<file path="src/rtl/regfile_sb.sv">
// regfile_sb: integer register file with an integrated issue scoreboard.
// Two combinational read ports, one writeback port, optional same-cycle
// writeback-to-read bypass, per-register busy bits and an issue stall.
//
// Issue handshake: i_issue_valid is the request and ~o_stall is the ready.
// An issue is accepted only on a rising edge where i_issue_valid=1 and
// o_stall=0. A stalled request leaves every piece of state untouched, and
// upstream holds it until it is accepted. Writeback has no back-pressure.
module regfile_sb #(
  parameter int XLEN   = 32,
  parameter int NREG   = 32,
  parameter bit BYPASS = 1'b1,
  localparam int AW    = $clog2(NREG)
) (
  input  logic            i_clk,
  input  logic            i_rst_n,
  input  logic [AW-1:0]   i_rs1_addr,
  input  logic [AW-1:0]   i_rs2_addr,
  output logic [XLEN-1:0] o_rs1_data,
  output logic [XLEN-1:0] o_rs2_data,
  input  logic            i_rd_wren,
  input  logic [AW-1:0]   i_rd_addr,
  input  logic [XLEN-1:0] i_rd_data,
  input  logic            i_issue_valid,
  input  logic [AW-1:0]   i_issue_rd,
  output logic            o_stall,
  output logic [NREG-1:0] o_busy_vec,
  input  logic [AW-1:0]   i_dbg_addr,
  output logic [XLEN-1:0] o_dbg_data,
  output logic            o_err
);

  logic [XLEN-1:0] regs_q [NREG];
  logic [XLEN-1:0] regs_d [NREG];
  logic [NREG-1:0] busy_q, busy_d;
  logic            err_q, err_d;

  logic            wb_valid;
  logic [NREG-1:0] wb_clr;
  logic [NREG-1:0] eff_busy;
  logic [NREG-1:0] issue_set;

  // A writeback to x0 is discarded entirely (data, busy and error tracking).
  assign wb_valid = i_rd_wren && (i_rd_addr != '0);

  // Decode the writeback into per-register clear strobes; x0 never clears.
  always_comb begin
    wb_clr = '0;
    for (int k = 1; k < NREG; k++) begin
      wb_clr[k] = wb_valid && (i_rd_addr == AW'(k));
    end
  end

  assign eff_busy = busy_q & ~wb_clr;

  // Issue hazard: either source or the destination still pending after this
  // cycle's writeback has been taken into account.
  always_comb begin
    o_stall = i_issue_valid &&
              (eff_busy[i_rs1_addr] || eff_busy[i_rs2_addr] || eff_busy[i_issue_rd]);
  end

  // Reservation made by an accepted issue with a real destination.
  always_comb begin
    issue_set = '0;
    if (i_issue_valid && !o_stall && (i_issue_rd != '0)) begin
      issue_set[i_issue_rd] = 1'b1;
    end
  end

  // Next busy state: writeback frees, an accepted issue reserves; set wins.
  always_comb begin
    busy_d    = (busy_q & ~wb_clr) | issue_set;
    busy_d[0] = 1'b0;
  end

  // Sticky error when a writeback hits a register nobody reserved.
  always_comb begin
    err_d = err_q || (wb_valid && !busy_q[i_rd_addr]);
  end

  // Next register contents; x0 is pinned to zero.
  always_comb begin
    regs_d = regs_q;
    if (wb_valid) begin
      regs_d[i_rd_addr] = i_rd_data;
    end
    regs_d[0] = '0;
  end

  // State registers; reset has priority over writeback and issue.
  always_ff @(posedge i_clk) begin
    if (!i_rst_n) begin
      regs_q <= '{default: '0};
      busy_q <= '0;
      err_q  <= 1'b0;
    end else begin
      regs_q <= regs_d;
      busy_q <= busy_d;
      err_q  <= err_d;
    end
  end

  // Read port 1: zero for x0, else bypassed writeback data, else stored value.
  always_comb begin
    if (i_rs1_addr == '0) begin
      o_rs1_data = '0;
    end else if (BYPASS && i_rd_wren && (i_rd_addr == i_rs1_addr)) begin
      o_rs1_data = i_rd_data;
    end else begin
      o_rs1_data = regs_q[i_rs1_addr];
    end
  end

  // Read port 2: same rules as port 1.
  always_comb begin
    if (i_rs2_addr == '0) begin
      o_rs2_data = '0;
    end else if (BYPASS && i_rd_wren && (i_rd_addr == i_rs2_addr)) begin
      o_rs2_data = i_rd_data;
    end else begin
      o_rs2_data = regs_q[i_rs2_addr];
    end
  end

  // Debug port always shows the stored value, never the bypass.
  always_comb begin
    if (i_dbg_addr == '0) begin
      o_dbg_data = '0;
    end else begin
      o_dbg_data = regs_q[i_dbg_addr];
    end
  end

  assign o_busy_vec = busy_q;
  assign o_err      = err_q;

endmodule
</file>
<file path="config.mk">
export PLATFORM = sky130hd
export DESIGN_NAME = regfile_sb
export DESIGN_NICKNAME = d
export VERILOG_FILES = /design/src/rtl/regfile_sb.sv
export SDC_FILE = /design/constraint.sdc
export NUM_CORES = 2
export LEC_CHECK = 0
export ABC_CLOCK_PERIOD_IN_PS = 4200
export BUFFER_PORTS_ARGS = -buffer_cell sky130_fd_sc_hd__buf_2
export CAP_MARGIN = 20
export CORE_MARGIN = 2
export CORE_UTILIZATION = 50
export DETAILED_ROUTE_END_ITERATION = 16
export GPL_TIMING_DRIVEN = 0
export PLACE_DENSITY = 0.73
export SYNTH_ARGS = -nofsm -noshare
export SYNTH_HDL_FRONTEND = slang
export SYNTH_SLANG_ARGS = --single-unit
</file>
<file path="constraint.sdc">
create_clock -name i_clk -period 4.2 [get_ports i_clk]
set_clock_uncertainty 0.1 [all_clocks]
set_input_delay 0.42 -clock i_clk [delete_from_list [all_inputs] [get_ports i_clk]]
set_output_delay 0.42 -clock i_clk [all_outputs]
set_load 0.01 [all_outputs]
</file>
==> impl_metrics.yaml <==
status:
  run_status: "finished, violations left"
  violations: "setup timing"
sta:
  post-route-period-util: 1.06
  setup_viol: 57
  finalHoldWorstSlack_ns: 0.0431
  finalSetupTns_ns: -4.50
  fin_ws_ns: -0.253
  finalHoldViolations: 0
  layout_min_cycle_time_ns: 4.45
  relSlewSlack: 0.145
  drv_slew: 0
  tightestPinTransition_ns: 1.28
  fmax_ghz: 0.225
  rsz0062_at_grt: "true"
route:
  drt-initial-drc-count: 11400
  wirelength_mm: 359
  vias: 62200
  routedWlPerCell_um: 41.4
  ant_nets: 0
  viasPerCell: 7.16
  drcViolationCount: 0
  dr.pass1.iters: 6
synthesis:
  synth_seq_cells: 1024
  syn_area_per_cell_um2: 9.75
  syn-cell-area_mm2: 0.0638
  syn_nets: 6600
  synthFlopType: "dfxtp_1"
  yosysSeqAreaShare: 0.322
  async_flop_share: 0
  yosys_warnings: 0
  ys_types: 70
  synthCells: 6539
  synth_edf_count: 0
pwr:
  p_leak_nw: 23.6
  p_per_area_mw_per_mm2: 336
  peakVddDrop_mv: 0.395
global_routing:
  grt_overflow: 0
  grt_pass1_wl_mm: 474
  antenna_found_initial: 50
  grt_max_degree: 20
  grt_use_total: 0.538
  grt_pass1_vias: 57100
clock_network:
  htree_num_levels: 3
  numCtsBuffers: 117
  clock-sinks: 1024
  path_clk_slew_ns: 0.07
  cts_tree: "done"
  root_buffer: "clkbuf_16"
  insertion_delay_ns: 0.81
  clockBufferDepth: 3
floorplanning:
  core_mm2: 0.127
  start_util: 0.502
  die_x_um: 361
  ios: 191
  placementRows: 131
  die_area_mm2: 0.130
  die_y_um: 361
setup_path:
  slowest_stage: "a311oi_1"
  crit_path_end_kind: "output port"
  worstSetupPathType: "in -> out"
  required_ns: 3.68
  critPathTopFamily: "compound AO/OA/AOI/OAI gates"
  start_kind: "input pin"
  crit_buf_inv: 3
  critical_path.cell_chain: "buf_2 -> buf_4 -> and4bb_2 -> nand2_1 -> a311oi_1 -> a311oi_1 -> o31ai_2 -> a31oi_1 -> buf_2"
  arrival_ns: 3.93
  critPathMaxFanout: 10
  slowest_delay_ns: 0.92
place:
  io_buffers: 142
  placed_cells: 8411
  placed_area_mm2: 0.0677
  dpl.hpwl_mm: 289
  gp_congestion: 1.10
final_layout:
  fin_cells: 8684
  drive_gt1_frac: 0.237
  layout.nets: 6949
  finalInstanceArea_mm2: 0.0730
  fillers: 11100
  syn2layout_area_growth_pct: 14.6
hold_path:
  min_path_type: "in -> reg"
flow_run:
  cap_viol_max_count: 0
sequential cells by signal, indices dropped and copies added, names as in the netlist:
| signal | cells |
|---|---|
| regs_q | 992 |
| o_err | 1 |
| o_busy_vec | 31 |
where the power goes:
| part | internal (mW) | total (mW) | leakage [nW] | switching [mW] |
|---|---|---|---|---|
| Sequential | 9.78 | 9.86 | 8.25 | 0.0785 |
| Clock | 6.61 | 11.5 | 2.05 | 4.87 |
| Combinational | 0.986 | 3.21 | 13.3 | 2.22 |
worst paths after layout:
path	from	to	slack (ns)	cells after the start
setup / recovery	i_rd_addr[1]	o_stall	-0.25	9
hold / removal	i_rd_data[8]	regs_q[776]	0.04	3
setup reg to reg	o_busy_vec[7]	o_busy_vec[30]	1.17	8
hold reg to reg	o_err	o_err	0.36	1
cell usage in the layout, fill, tap and decap left out, drive strengths merged, types with 33 or more instances in the layout:
master	n
nand2	2067
dfxtp	1024
a21boi	993
mux4	819
clkbuf	787
buf	337
nor2	162
mux2	128
mux2i	71
a21oi	59
a2111oi	57
a211oi	56
a221oi	55
nand3	47
a22o	43
o31ai	34
diode	33
what timing repair did:
item | 4_1_cts | 5_1_grt
pin swaps | 0 | 1
resized for setup | 203 | 92
endpoints found under the hold margin | 18 | 0
endpoints found under the setup margin | 97 | 66
hold buffers | 15 | 0
setup buffers | 3 | 3
cell usage after synthesis, drive strengths merged, types with 14 or more instances:
cell type,count,area share
a2111oi,57,0.0080
a211oi,56,0.0066
a21boi,993,0.12
a21oi,59,0.0046
a221oi,55,0.0076
a22o,43,0.0059
buf,139,0.0099
clkbuf,618,0.037
dfxtp,1024,0.32
mux2,128,0.023
mux2i,71,0.011
mux4,819,0.29
nand2,2067,0.12
nand2b,14,0.0014
nand3,47,0.0037
nand4,14,0.0016
nor2,162,0.0096
nor2b,14,0.0014
o21ai,24,0.0021
o31ai,34,0.0047
final cells by class:
cell class                      count  area, um2  share of cell area
Sequential cell                  1024      20500               0.281
Tap cell                         1662       2080              0.0285
Clock inverter                     53        842              0.0115
Inverter                            4       15.0            0.000206
Antenna cell                       33       82.6             0.00113
Clock buffer                      167       3380              0.0462
Timing Repair Buffer              234       2030              0.0278
Multi-Input combinational cell   4754      40800               0.559
Buffer                            753       3310              0.0453
tightest hold or removal path: cells and delay by family:
family          cells  cell delay [ns]
compound gates      1             0.09
buf+inv             1             0.25
simple gates        1             0.14
metrics by stage:
| step | setup WS (ns) | utilization | power, mW |
|---|---|---|---|
| floorplan | 0.888 | - | 11.6 |
| finish | -0.253 | 0.575 | 24.5 |
| global placement | -2.16 | 0.524 | 12.9 |
| CTS | -0.0943 | 0.572 | 24.2 |
| detailed placement | -1.64 | 0.533 | 13.0 |
| global route | -0.0807 | 0.575 | 24.7 |
cell families (layout without fill, tap and decap cells):
family	Yosys count	after routing	share of synthesized area
compound gates	1367	1367	0.162
other cells	1	34	0.0000588
mux	1018	1018	0.323
flops	1024	1024	0.322
buf+inv	761	1211	0.0471
simple gates	2358	2358	0.145
xor+xnor	10	10	0.00137
layer usage:
metal / track usage / part of all wire / wire length (um)
met5: 0.0777 / 0.0039 / 1410
met2: 0.735 / 0.40 / 142000
met3: 0.320 / 0.18 / 65200
met1: 0.642 / 0.35 / 124000
met4: 0.313 / 0.073 / 26300
(Power assumes the default switching activity.)
